### src/rtl/control_unit_ext.sv
// control_unit_ext: PC + IDLE/RUN/WAIT/HALT sequencer and instruction decoder for the accumulator CPU.
// Latency: strobes are combinational from i_Data/state; RAM reads take one extra (WAIT) cycle when MEM_LAT=1.
// Backpressure: i_en=0 freezes state/PC and forces strobes low; HALT holds until reset.
// Ports: i_clk/i_rst (async active-low) clock and reset; i_en run enable; i_Data instruction at o_PC;
//        i_acc_zero/i_acc_neg branch flags; o_PC program address; o_Data sign-extended operand;
//        o_Addr RAM address; sel_A/sel_B/o_op datapath selects; w_acc/w_ram/r_ram strobes;
//        o_halt in HALT; o_illegal sticky undefined-opcode flag.
module control_unit_ext #(
   parameter int BITS    = 16,
   parameter int OPBITS  = 5,
   parameter int PCBITS  = 11,
   parameter int MEM_LAT = 0
) (
   input  logic                     i_clk,
   input  logic                     i_rst,
   input  logic                     i_en,
   input  logic [BITS-1:0]          i_Data,
   input  logic                     i_acc_zero,
   input  logic                     i_acc_neg,
   output logic [PCBITS-1:0]        o_PC,
   output logic [BITS-1:0]          o_Data,
   output logic [BITS-OPBITS-1:0]   o_Addr,
   output logic [1:0]               sel_A,
   output logic                     sel_B,
   output logic [2:0]               o_op,
   output logic                     w_acc,
   output logic                     w_ram,
   output logic                     r_ram,
   output logic                     o_halt,
   output logic                     o_illegal
);
   localparam int DTBITS = BITS - OPBITS;

   typedef enum logic [1:0] {S_IDLE, S_RUN, S_WAIT, S_HALT} state_t;

   state_t              state_q, state_nx;
   logic [PCBITS-1:0]   pc_q, pc_nx;
   logic                ill_q, ill_nx;

   logic [OPBITS-1:0]   opcode;
   logic [DTBITS-1:0]   operand;
   int                  opc;

   logic                dec_wacc, dec_wram, dec_rram, dec_selb;
   logic                dec_take, dec_hlt, dec_ill;
   logic [1:0]          dec_sela;
   logic [2:0]          dec_op;

   assign opcode  = i_Data[BITS-1 -: OPBITS];
   assign operand = i_Data[DTBITS-1:0];
   assign opc     = int'(opcode);

   assign o_Data    = {{OPBITS{operand[DTBITS-1]}}, operand};
   assign o_Addr    = operand;
   assign o_PC      = pc_q;
   assign o_halt    = (state_q == S_HALT);
   assign o_illegal = ill_q;

   // Pure instruction decode, independent of state.
   always_comb begin
      dec_wacc = 1'b0;
      dec_wram = 1'b0;
      dec_rram = 1'b0;
      dec_selb = 1'b0;
      dec_sela = 2'd0;
      dec_op   = 3'd0;
      dec_take = 1'b0;
      dec_hlt  = 1'b0;
      dec_ill  = 1'b0;
      case (opc)
         'h00: dec_hlt = 1'b1;
         'h01: dec_wram = 1'b1;
         'h02: begin dec_rram = 1'b1; dec_wacc = 1'b1; end
         'h03: begin dec_wacc = 1'b1; dec_sela = 2'd1; end
         // Paired ALU ops: even opcode = RAM operand, odd = immediate; pair index is the ALU op.
         'h04, 'h05, 'h06, 'h07, 'h08, 'h09, 'h0A, 'h0B, 'h0C, 'h0D: begin
            dec_wacc = 1'b1;
            dec_sela = 2'd2;
            dec_op   = 3'((opc - 4) >> 1);
            if (opc[0]) dec_selb = 1'b1;
            else        dec_rram = 1'b1;
         end
         'h0E: begin dec_wacc = 1'b1; dec_sela = 2'd2; dec_selb = 1'b1; dec_op = 3'd5; end
         'h0F: begin dec_wacc = 1'b1; dec_sela = 2'd2; dec_selb = 1'b1; dec_op = 3'd6; end
         'h10: dec_take = 1'b1;
         'h11: dec_take = i_acc_zero;
         'h12: dec_take = !i_acc_zero;
         'h13: dec_take = i_acc_neg;
         'h14: ;
         default: dec_ill = 1'b1;
      endcase
   end

   // Sequencing: strobes only leave zero in RUN/WAIT with i_en high.
   always_comb begin
      state_nx = state_q;
      pc_nx    = pc_q;
      ill_nx   = ill_q;
      w_acc    = 1'b0;
      w_ram    = 1'b0;
      r_ram    = 1'b0;
      sel_A    = 2'd0;
      sel_B    = 1'b0;
      o_op     = 3'd0;
      case (state_q)
         S_IDLE: if (i_en) state_nx = S_RUN;
         S_RUN: if (i_en) begin
            if (dec_hlt) begin
               state_nx = S_HALT;
            end else if (MEM_LAT == 1 && dec_rram) begin
               // First half of a slow read: address the RAM, hold PC so i_Data stays put.
               r_ram    = 1'b1;
               sel_A    = dec_sela;
               sel_B    = dec_selb;
               o_op     = dec_op;
               state_nx = S_WAIT;
            end else begin
               w_acc  = dec_wacc;
               w_ram  = dec_wram;
               r_ram  = dec_rram;
               if (dec_wacc || dec_wram || dec_rram) begin
                  sel_A = dec_sela;
                  sel_B = dec_selb;
                  o_op  = dec_op;
               end
               pc_nx  = dec_take ? operand[PCBITS-1:0] : pc_q + PCBITS'(1);
               if (dec_ill) ill_nx = 1'b1;
            end
         end
         S_WAIT: if (i_en) begin
            w_acc    = dec_wacc;
            r_ram    = dec_rram;
            sel_A    = dec_sela;
            sel_B    = dec_selb;
            o_op     = dec_op;
            pc_nx    = pc_q + PCBITS'(1);
            state_nx = S_RUN;
         end
         default: ;
      endcase
   end

   always_ff @(posedge i_clk or negedge i_rst) begin
      if (!i_rst) begin
         state_q <= S_IDLE;
         pc_q    <= '0;
         ill_q   <= 1'b0;
      end else begin
         state_q <= state_nx;
         pc_q    <= pc_nx;
         ill_q   <= ill_nx;
      end
   end
endmodule
### config.mk
export PLATFORM = sky130hd
export DESIGN_NAME = control_unit_ext
export DESIGN_NICKNAME = d
export VERILOG_FILES = /design/src/rtl/control_unit_ext.sv
export SDC_FILE = /design/constraint.sdc
export NUM_CORES = 1
export LEC_CHECK = 0
export ABC_CLOCK_PERIOD_IN_PS = 3200
export BUFFER_PORTS_ARGS = -buffer_cell sky130_fd_sc_hd__buf_2
export CAP_MARGIN = 15
export CORE_AREA = 2 2 63 65
export CTS_CLUSTER_SIZE = 28
export DETAILED_ROUTE_END_ITERATION = 10
export DIE_AREA = 0 0 65 67
export GPL_TIMING_DRIVEN = 0
export PLACE_DENSITY = 0.7
export SETUP_SLACK_MARGIN = 0.4
export SLEW_MARGIN = 0
export SYNTH_ARGS = -nofsm -noshare
export SYNTH_HDL_FRONTEND = slang
export SYNTH_SLANG_ARGS = --single-unit
### constraint.sdc
create_clock -name i_clk -period 3.2 [get_ports i_clk]
set_clock_uncertainty 0.05 [all_clocks]
set_input_delay 0.32 -clock i_clk [delete_from_list [all_inputs] [get_ports i_clk]]
set_output_delay 0.32 -clock i_clk [all_outputs]
set_load 0.01 [all_outputs]
==> impl_metrics.ini, run 1 <==
[sta]
fmax_mhz = 405
worst_slack_ps = 729
worstMarginPinSlew_ps = 647
period_share_pct = 77.2
rsz0062_at_grt = no
finalCriticalPeriod_ps = 2470
finalMaxSlewViolations = 0
tns_ps = 0
final_hold_viol_count = 0
relSlewSlack_pct = 56.8
finalSetupViolCount = 0

[routing]
drtIter0Drc = 36
drt-total-wl_microns = 3420
vias = 1471
ant_nets = 0
routedWlPerCell_microns = 11.5
drc = 0
viasPerCell = 4.95
dr.pass1.iters = 4

[power]
power_frac_comb_pct = 25.7
p_clk_share_pct = 33.7
power_frac_seq_pct = 40.5
powerDensity_mw_per_mm2 = 230
swShare_pct = 27.0
p_sw_uw = 118
cellLeakagePower_nw = 1.02
intPower_uw = 319
peakVddDrop_v = 0.000172

[worst_setup_path]
worstPathRequired_ps = 2830
endpoint_kind = primary output
crit_chain = inv_1, ha_1, inv_1, a2111oi_0, o21ai_0, nor3_1, buf_2
slowest_stage = dfrtp_1
cpPeakStageDelay_ps = 420
crit_buf_inv = 3
critPathLaunchType = flop
critPathTopFamily = compound AO/OA/AOI/OAI gates
worstPathArrival_ps = 2100
cp_max_fo = 7
crit_top_cell = inv_1
critPathKind = flop to primary output

[cells_and_area]
drive_above_1_share_pct = 44.2
final_cells = 297
fin_nets = 281
final_area_sq_mm = 0.00190
finish.utilization_pct = 52.6
synthToLayoutAreaGrowth_pct = 31.7
antenna_cells = 0
final_cell_mix = buf_2 (70), buf_4 (27), o21ai_0 (15)
final_common_cell = buf_2

[die]
fp.dieH_microns = 67
die_area_sq_mm = 0.00436
num_rows = 22
initial_utilization_pct = 39.9
die_w_microns = 65
num_io_pins = 70
core-area_sq_mm = 0.00361

[yosys]
ys_seq_area_share_pct = 24.3
postSynthCellCount = 176
avgSynthCellArea_sq_um = 8.18
ys_types = 37
synthTopCellsByArea = dfrtp_1 (24%), buf_4 (14%), ha_1 (7.8%)
ys_ff_latch = 14
synth_top_area_cell = dfrtp_1
yosys_warnings = 0
syn_nets = 206
synth_area_sq_mm = 0.00144
synth_top_area_share_pct = 24.3

[clock_tree]
cts_hold_buf = 1
clock_sinks = 14
cts_buffer_depth = 2
numCtsBuffers = 3
clock_latency_ps = 250
postCtsResizedCells = 0
post_cts_buffers = 0
cts_tree = done
h-tree-depth = 1
clk_pin_slew_ps = 60
root_buffer = clkbuf_8

[placed_design]
port_buffers = 69
dp_hpwl_microns = 2680
dpl-instance-area_sq_mm = 0.00184
globalplace.congestion = 0.850
place_ws_ps = 978
placed_cells = 293

[hold_path]
worstHoldPathType = primary input to flop

[outcome]
status = finished clean

[global_routing]
grt_use_met1_pct = 20.6
busiest_layer = met2
grt_overflow_total = 0
grt_pass1_wl_microns = 5380
met2_usage_pct = 25.0
grt_use_total_pct = 15.6
grt_use_met3_pct = 4.05
antenna_found_initial = 0
grt_max_degree = 15
grt_pass1_vias = 1220

[flow_run]
cap_violations = 0
## final timing paths
| check | start | end | slack, ps | depth (start not counted) |
|---|---|---|---|---|
| setup / recovery | state_q[1] | o_op[0] | 730 | 7 |
| hold / removal | i_Data[1] | o_PC[1] | 340 | 3 |
| setup reg to reg | state_q[0] | o_PC[6] | 1050 | 8 |
| hold reg to reg | o_illegal | o_illegal | 410 | 1 |
| max in group asynchronous | i_rst | o_PC[3] | 2390 | 2 |
| min in group asynchronous | i_rst | o_PC[8] | 460 | 2 |
## metrics by stage
stage | power (mW) | hold WS (ps)
2_1_floorplan | 0.248 | -25.6
3_3_place_gp | 0.291 | 187
3_5_place_dp | 0.293 | 187
4_1_cts | 0.441 | 342
5_1_grt | 0.458 | 369
6_report | 0.437 | 338
## area by class of cell
class                           instances  area, sq um
Tap cell                               48         60.1
Fill cell                             360         1710
Timing Repair Buffer                   70          355
Sequential cell                        14          350
Inverter                               12         45.0
Clock buffer                            3         41.3
Multi-Input combinational cell        114          768
Buffer                                 36          275
## power by group through the flow
| stage | Clock [mW] | Sequential [mW] | Combinational [mW] |
|---|---|---|---|
| after CTS | 0.151 | 0.177 | 0.114 |
| final | 0.147 | 0.177 | 0.112 |
| after global placement | 0 | 0.180 | 0.111 |
| after detailed placement | 0 | 0.180 | 0.112 |
| after floorplan | 0 | 0.180 | 0.0676 |
| after global routing | 0.158 | 0.177 | 0.123 |
## synthesized netlist by cell type
cell / count
o2bb2ai_1: 3
a22oi_1: 3
nor3_1: 6
a21o_1: 1
a211oi_1: 3
or2b_1: 1
a2111oi_0: 1
mux2i_1: 10
o311ai_0: 1
nand4b_1: 1
nand2_1: 13
nand3b_1: 1
ha_1: 9
o21a_1: 1
a2bb2oi_1: 2
a21oi_1: 9
o21bai_1: 1
mux2_4: 1
buf_4: 27
a31o_2: 1
o21ai_2: 1
nand3_1: 7
a211o_2: 1
nor4b_1: 1
inv_1: 12
or4_1: 1
nor4_1: 2
nor2_1: 9
o21ai_0: 15
o211ai_1: 1
buf_2: 1
a211oi_2: 1
clkbuf_1: 3
buf_6: 5
nand4_1: 3
dfrtp_1: 14
and3_1: 4
## flip-flops by register name, indices dropped and copies added, names as in the netlist
signal     flops
o_illegal      1
o_PC          11
state_q        2
## worst min-delay path, cell delays in order
cell	delay, ps
buf_2	100
mux2i_1	80
o21ai_2	100
## logic make-up (layout without fill, tap and decap cells)
| logic type | after synthesis | count (layout) | share of synthesized area [%] |
|---|---|---|---|
| adder cells (fa/ha/maj) | 9 | 9 | 7.83 |
| flip-flops | 14 | 14 | 24.3 |
| AO/OA/AOI/OAI | 45 | 45 | 20.6 |
| buffers and inverters | 48 | 121 | 22.3 |
| AND/OR/NAND/NOR | 49 | 49 | 17.0 |
| multiplexers | 11 | 11 | 8.00 |
## metal layers
metal,wire length (microns),part of all wire [%]
met5,0,0
met3,221,6.5
met1,1590,47
met2,1560,46
met4,43,1.3
Power figures use the tool's default switching activity.
==> run 2, diff against run 1 <==
--- a/config.mk
+++ b/config.mk
@@ -5,15 +5,16 @@
 export SDC_FILE = /design/constraint.sdc
 export NUM_CORES = 1
 export LEC_CHECK = 0
-export ABC_CLOCK_PERIOD_IN_PS = 3200
+export ABC_AREA = 1
+export ABC_CLOCK_PERIOD_IN_PS = 2190
 export BUFFER_PORTS_ARGS = -buffer_cell sky130_fd_sc_hd__buf_2
 export CAP_MARGIN = 15
-export CORE_AREA = 2 2 63 65
+export CORE_AREA = 2 2 65 67
 export CTS_CLUSTER_SIZE = 28
 export DETAILED_ROUTE_END_ITERATION = 10
-export DIE_AREA = 0 0 65 67
+export DIE_AREA = 0 0 67 69
 export GPL_TIMING_DRIVEN = 0
-export PLACE_DENSITY = 0.7
+export PLACE_DENSITY = 0.72
 export SETUP_SLACK_MARGIN = 0.4
 export SLEW_MARGIN = 0
 export SYNTH_ARGS = -nofsm -noshare
==> constraint.sdc (replaced) <==
create_clock -name i_clk -period 2.19 [get_ports i_clk]
set_clock_uncertainty 0.05 [all_clocks]
set_input_delay 0.219 -clock i_clk [delete_from_list [all_inputs] [get_ports i_clk]]
set_output_delay 0.219 -clock i_clk [all_outputs]
set_load 0.01 [all_outputs]
==> run 2 against run 1 <==
  * Sequential share of layout area down 2.2 points
  * Setup slack lost 350 ps
  * Utilization grew 2.6 points
  * Synthesized area increased by 6.7%
  * Largest cell class unchanged
==> impl_metrics.ini, run 2 <==
[power]
peakVddDrop_v = 0.000188
p_clk_share_pct = 23.1
power_frac_comb_pct = 41.0
swShare_pct = 39.4
p_sw_uw = 451
intPower_uw = 694
power_frac_seq_pct = 35.9
powerDensity_mw_per_mm2 = 530
cellLeakagePower_nw = 1.20

[clock_tree]
cts_tree = done
clock_latency_ps = 250
cts_buffer_depth = 2
root_buffer = clkbuf_8
h-tree-depth = 1
numCtsBuffers = 3
clock_sinks = 14
clk_pin_slew_ps = 70

[global_routing]
grt_overflow_total = 0
antenna_found_initial = 0
grt_pass1_vias = 1387
grt_pass1_wl_microns = 5800
grt_max_degree = 15
grt_use_total_pct = 15.9

[routing]
routedWlPerCell_microns = 10.6
drtIter0Drc = 72
drt-total-wl_microns = 3890
ant_nets = 0
vias = 1703
drc = 0
viasPerCell = 4.64
dr.pass1.iters = 4

[yosys]
ys_types = 27
ys_ff_latch = 14
async_reset_ff_share_pct = 100
synth_top_area_cell = dfrtp_1
syn_nets = 267
synthTopCellsByArea = dfrtp_1 (23%), nand2_1 (17%), buf_4 (13%)
synthFlopType = dfrtp_1
yosys_warnings = 0
synth_area_sq_mm = 0.00154
postSynthCellCount = 237
synth_top_area_share_pct = 22.8
synth_commonest_cells = nand2_1 (69), nor2_1 (38), buf_4 (27), inv_1 (19), nand3_1 (15)
synth_edf_count = 0
ys_seq_area_share_pct = 22.8
avgSynthCellArea_sq_um = 6.48
synth.most_common_cell = nand2_1

[die]
num_rows = 23
num_io_pins = 70
die_area_sq_mm = 0.00462
initial_utilization_pct = 39.2
core-area_sq_mm = 0.00391
fp.dieH_microns = 69
die_w_microns = 67

[cells_and_area]
largest_reg_flops = 11
final_area_sq_mm = 0.00216
final_cells = 367
drive_above_1_share_pct = 43.5
synthToLayoutAreaGrowth_pct = 40.7
final_cell_mix = buf_2 (70), nand2_1 (65), nor2_1 (33), buf_4 (33), inv_1 (16)
finish.utilization_pct = 55.2
fin_nets = 348
antenna_cells = 0
final_common_cell = buf_2

[worst_setup_path]
critPathLaunchType = flop
timing.rr.end = o_PC[5]
cp_num_cells = 6
crit_chain = inv_4, ha_4, nand2_2, o21bai_4, a211oi_2, buf_2
worstPathArrival_ps = 1540
r2r_cells = 8
endpoint = sel_B
cp_max_fo = 4
worstPathRequired_ps = 1920
endpoint_kind = primary output
critPathTopFamily = flip-flops
critPathKind = flop to primary output
cpPeakStageDelay_ps = 430
cp-startpoint = state_q[1]
slowest_stage = dfrtp_2
r2r_setup_slack_ps = 540
crit_buf_inv = 2
rr_startpoint = state_q[1]

[sta]
tns_ps = 0
finalSetupViolCount = 0
fmax_mhz = 552
worst_slack_ps = 380
relSlewSlack_pct = 76.5
finalCriticalPeriod_ps = 1810
period_share_pct = 82.7
finalMaxSlewViolations = 0
final_hold_viol_count = 0
worstMarginPinSlew_ps = 353
rsz0062_at_grt = yes

[outcome]
status = finished clean

[placed_design]
placed_cells = 356
port_buffers = 69
dp_hpwl_microns = 2880
place_ws_ps = 341
dpl-instance-area_sq_mm = 0.00194
globalplace.congestion = 0.892

[flow_run]
cap_violations = 0

[hold_path]
worst_hold_path.num_cells = 3
worstHoldPathType = primary input to flop
run 2: final cells by class:
type                    instances  area [sq um]
plain buffers                  30           230
inverters                      21          81.3
fillers                       395          1750
multi-input cells             172           978
repair buffers                 76           400
flip-flops and latches         14           352
clock buffers                   4          55.1
well taps                      50          62.6
run 2: how the worst min path moves through the flow:
stage / start / end / slack [ps]
6_report: i_en / state_q[0] / 250
3_5_place_dp: i_rst / o_PC[10] / 100
3_3_place_gp: i_rst / o_PC[4] / 80
4_1_cts: i_en / state_q[0] / 240
5_1_grt: i_Data[8] / o_PC[8] / 280
2_1_floorplan: i_rst / o_PC[0] / -130
run 2: per-stage QoR:
step | hold slack (ps) | power [mW]
after global routing | 277 | 1.24
final | 250 | 1.15
after floorplan | -127 | 0.695
after CTS | 237 | 1.14
after global placement | 83.7 | 0.861
after detailed placement | 96.8 | 0.870
run 2: layer usage:
layer  global-route usage [%]  wire [microns]
met1                     18.9            1680
met2                     28.5            1930
met3                     1.63             233
met4                     5.67              47
met5                        0               0
run 2: what timing repair did:
action                                  CTS  global route
setup buffers                             5             1
pin swaps                                 5             3
endpoints found under the hold margin    14             0
hold buffers                              1             0
endpoints found under the setup margin    7            15
resized for setup                        15            13
run 2: worst register-to-register path: cells and delay by family (launching register included):
family	cells	cell delay, ps
buffers and inverters	2	300
adders and majority gates	1	180
and+or+nand+nor	5	570
DFF	1	450
run 2: kinds of logic after synthesis:
family                     synth area share, %
AOI/OAI and AO/OA                         7.66
adders and majority gates                 7.34
xor gates and xnor gates                  3.42
buffers and inverters                     20.1
DFF                                       22.8
and+or+nand+nor                           38.6
run 2: power groups by stage:
stage | Clock [mW] | Combinational (mW) | Sequential, mW
2_1_floorplan | 0 | 0.266 | 0.429
3_3_place_gp | 0 | 0.448 | 0.413
3_5_place_dp | 0 | 0.456 | 0.414
4_1_cts | 0.266 | 0.463 | 0.410
5_1_grt | 0.278 | 0.535 | 0.422
6_report | 0.265 | 0.470 | 0.411
==> run 3, diff against run 2 <==
--- a/config.mk
+++ b/config.mk
@@ -6,7 +6,7 @@
 export NUM_CORES = 1
 export LEC_CHECK = 0
 export ABC_AREA = 1
-export ABC_CLOCK_PERIOD_IN_PS = 2190
+export ABC_CLOCK_PERIOD_IN_PS = 1800
 export BUFFER_PORTS_ARGS = -buffer_cell sky130_fd_sc_hd__buf_2
 export CAP_MARGIN = 15
 export CORE_AREA = 2 2 65 67
@@ -14,7 +14,7 @@
 export DETAILED_ROUTE_END_ITERATION = 10
 export DIE_AREA = 0 0 67 69
 export GPL_TIMING_DRIVEN = 0
-export PLACE_DENSITY = 0.72
+export PLACE_DENSITY = 0.69
 export SETUP_SLACK_MARGIN = 0.4
 export SLEW_MARGIN = 0
 export SYNTH_ARGS = -nofsm -noshare
==> constraint.sdc (replaced) <==
create_clock -name i_clk -period 1.8 [get_ports i_clk]
set_clock_uncertainty 0.05 [all_clocks]
set_input_delay 0.18 -clock i_clk [delete_from_list [all_inputs] [get_ports i_clk]]
set_output_delay 0.18 -clock i_clk [all_outputs]
set_load 0.01 [all_outputs]
==> run 3 against run 2 <==
  * Cell count up 1.6%
  * Critical path depth unchanged
  * Largest cell class unchanged
  * Wire length up 7.7%
  * Setup slack worse by 350 ps
  * Via count up 3.3%
  * First-iteration DRC count up 6.9%
  * Global-route usage up 2.2 points
  * Utilization up 3.1 points
  * Cell area up 5.6%
==> impl_metrics.ini, run 3 (synthesis gave the netlist of run 2 again) <==
[die]
core-area_sq_mm = 0.00391
die_w_microns = 67
num_io_pins = 70
num_rows = 23
die_area_sq_mm = 0.00462
fp.dieH_microns = 69
initial_utilization_pct = 39.2

[cells_and_area]
fin_nets = 354
synthToLayoutAreaGrowth_pct = 48.6
final_common_cell = buf_2
final_cell_mix = buf_2 (70), nand2_1 (61), buf_4 (32)
drive_above_1_share_pct = 48.9
largest_reg_flops = 11
final_area_sq_mm = 0.00228
finish.utilization_pct = 58.3
antenna_cells = 0

[routing]
drt-total-wl_microns = 4190
ant_nets = 0
viasPerCell = 4.72
routedWlPerCell_microns = 11.2
vias = 1760
dr.pass1.iters = 4
drtIter0Drc = 77
drc = 0

[sta]
period_share_pct = 98.5
final_hold_viol_count = 0
finalSetupViolCount = 0
finalCriticalPeriod_ps = 1770
finalMaxSlewViolations = 0
hold_ws_ps = 190
worstMarginPinSlew_ps = 498
relSlewSlack_pct = 66.8
rsz0062_at_grt = yes
fmax_mhz = 564
tns_ps = 0

[worst_setup_path]
crit_chain = inv_4, ha_4, nand2_2, o21bai_4, a211oi_2, buf_2
critPathLaunchType = flop
worstPathArrival_ps = 1540
cp_max_fo = 4
slowest_stage = dfrtp_2
critPathKind = flop to primary output
cpPeakStageDelay_ps = 420
endpoint_kind = primary output
worstPathRequired_ps = 1570

[clock_tree]
clock_latency_ps = 250
h-tree-depth = 1
clock_sinks = 14
cts_tree = done
clk_pin_slew_ps = 60
cts_buffer_depth = 2
root_buffer = clkbuf_8
numCtsBuffers = 3

[power]
peakVddDrop_v = 0.000272
cellLeakagePower_nw = 1.23
power_mw = 1.42
powerDensity_mw_per_mm2 = 622

[flow_run]
cap_violations = 0

[placed_design]
port_buffers = 69
dpl-instance-area_sq_mm = 0.00200
dp_hpwl_microns = 3040
globalplace.congestion = 0.932

[global_routing]
grt_overflow_total = 0
grt_max_degree = 15
grt_use_total_pct = 18.1
antenna_found_initial = 0
grt_pass1_wl_microns = 6800
grt_pass1_vias = 1553

[hold_path]
worstHoldPathType = primary input to flop

[outcome]
status = finished clean
[run 3: changes by cell type in the layout (fill, tap and decap cells not counted), moves of 2 or more]
cell | previous run | this run
dfrtp_2 | 1 | 3
nand2_1 | 65 | 61
nand2_2 | 6 | 9
nand3_2 | 0 | 2
o21ai_1 | 1 | 7
nand3_1 | 15 | 13
dfrtp_1 | 13 | 11
nor2_4 | 2 | 4
nor2_2 | 4 | 6
nor2_1 | 33 | 29
o21ai_0 | 9 | 2
buf_6 | 2 | 9
[run 3: final cells by class]
cell class | count | area [sq um]
repair buffers | 82 | 465
multi-input cells | 172 | 1030
flip-flops and latches | 14 | 354
fillers | 405 | 1630
plain buffers | 30 | 236
well taps | 50 | 62.6
inverters | 21 | 83.8
clock buffers | 4 | 45.0
[run 3: through the flow]
step	instances	setup slack, ps
floorplan	237	332
global placement	356	98.1
detailed placement	356	81.7
CTS	371	-10.7
global route	373	-63.0
finish	373	27.7
[run 3: what timing repair did]
| item | CTS | global route |
|---|---|---|
| gates resized for setup | 27 | 18 |
| hold buffers | 1 | 0 |
| cloned | 2 | 0 |
| setup endpoints to repair | 20 | 22 |
| pin swaps | 7 | 2 |
| setup buffers | 8 | 2 |
| hold endpoints to repair | 14 | 0 |
[run 3: routing by layer]
layer | GRT usage [%] | part of all wire [%]
met1 | 21.3 | 40
met2 | 34.3 | 54
met3 | 2.28 | 6.2
met4 | 2.49 | 0
met5 | 0 | 0
[run 3: power breakdown]
group,internal (mW),switching (mW)
sequential,0.396,0.113
combinational,0.286,0.349
clock,0.157,0.116
[run 3: final timing paths]
path | startpoint | to | slack, ps | cells past startpoint
setup / recovery | state_q[0] | sel_B | 30 | 6
hold / removal | i_Data[0] | o_PC[0] | 190 | 3
setup reg to reg | state_q[1] | o_PC[5] | 60 | 9
hold reg to reg | o_illegal | o_illegal | 440 | 2
max in group asynchronous | i_rst | state_q[1] | 1120 | 2
min in group asynchronous | i_rst | o_PC[8] | 310 | 2
[run 3: critical path, delay by kind of cell, from the launching register on]
kind,cells,cell delay (ps)
buf+inv,2,220
flops,1,420
compound gates,2,310
simple gates,1,50
fa+ha+maj,1,290
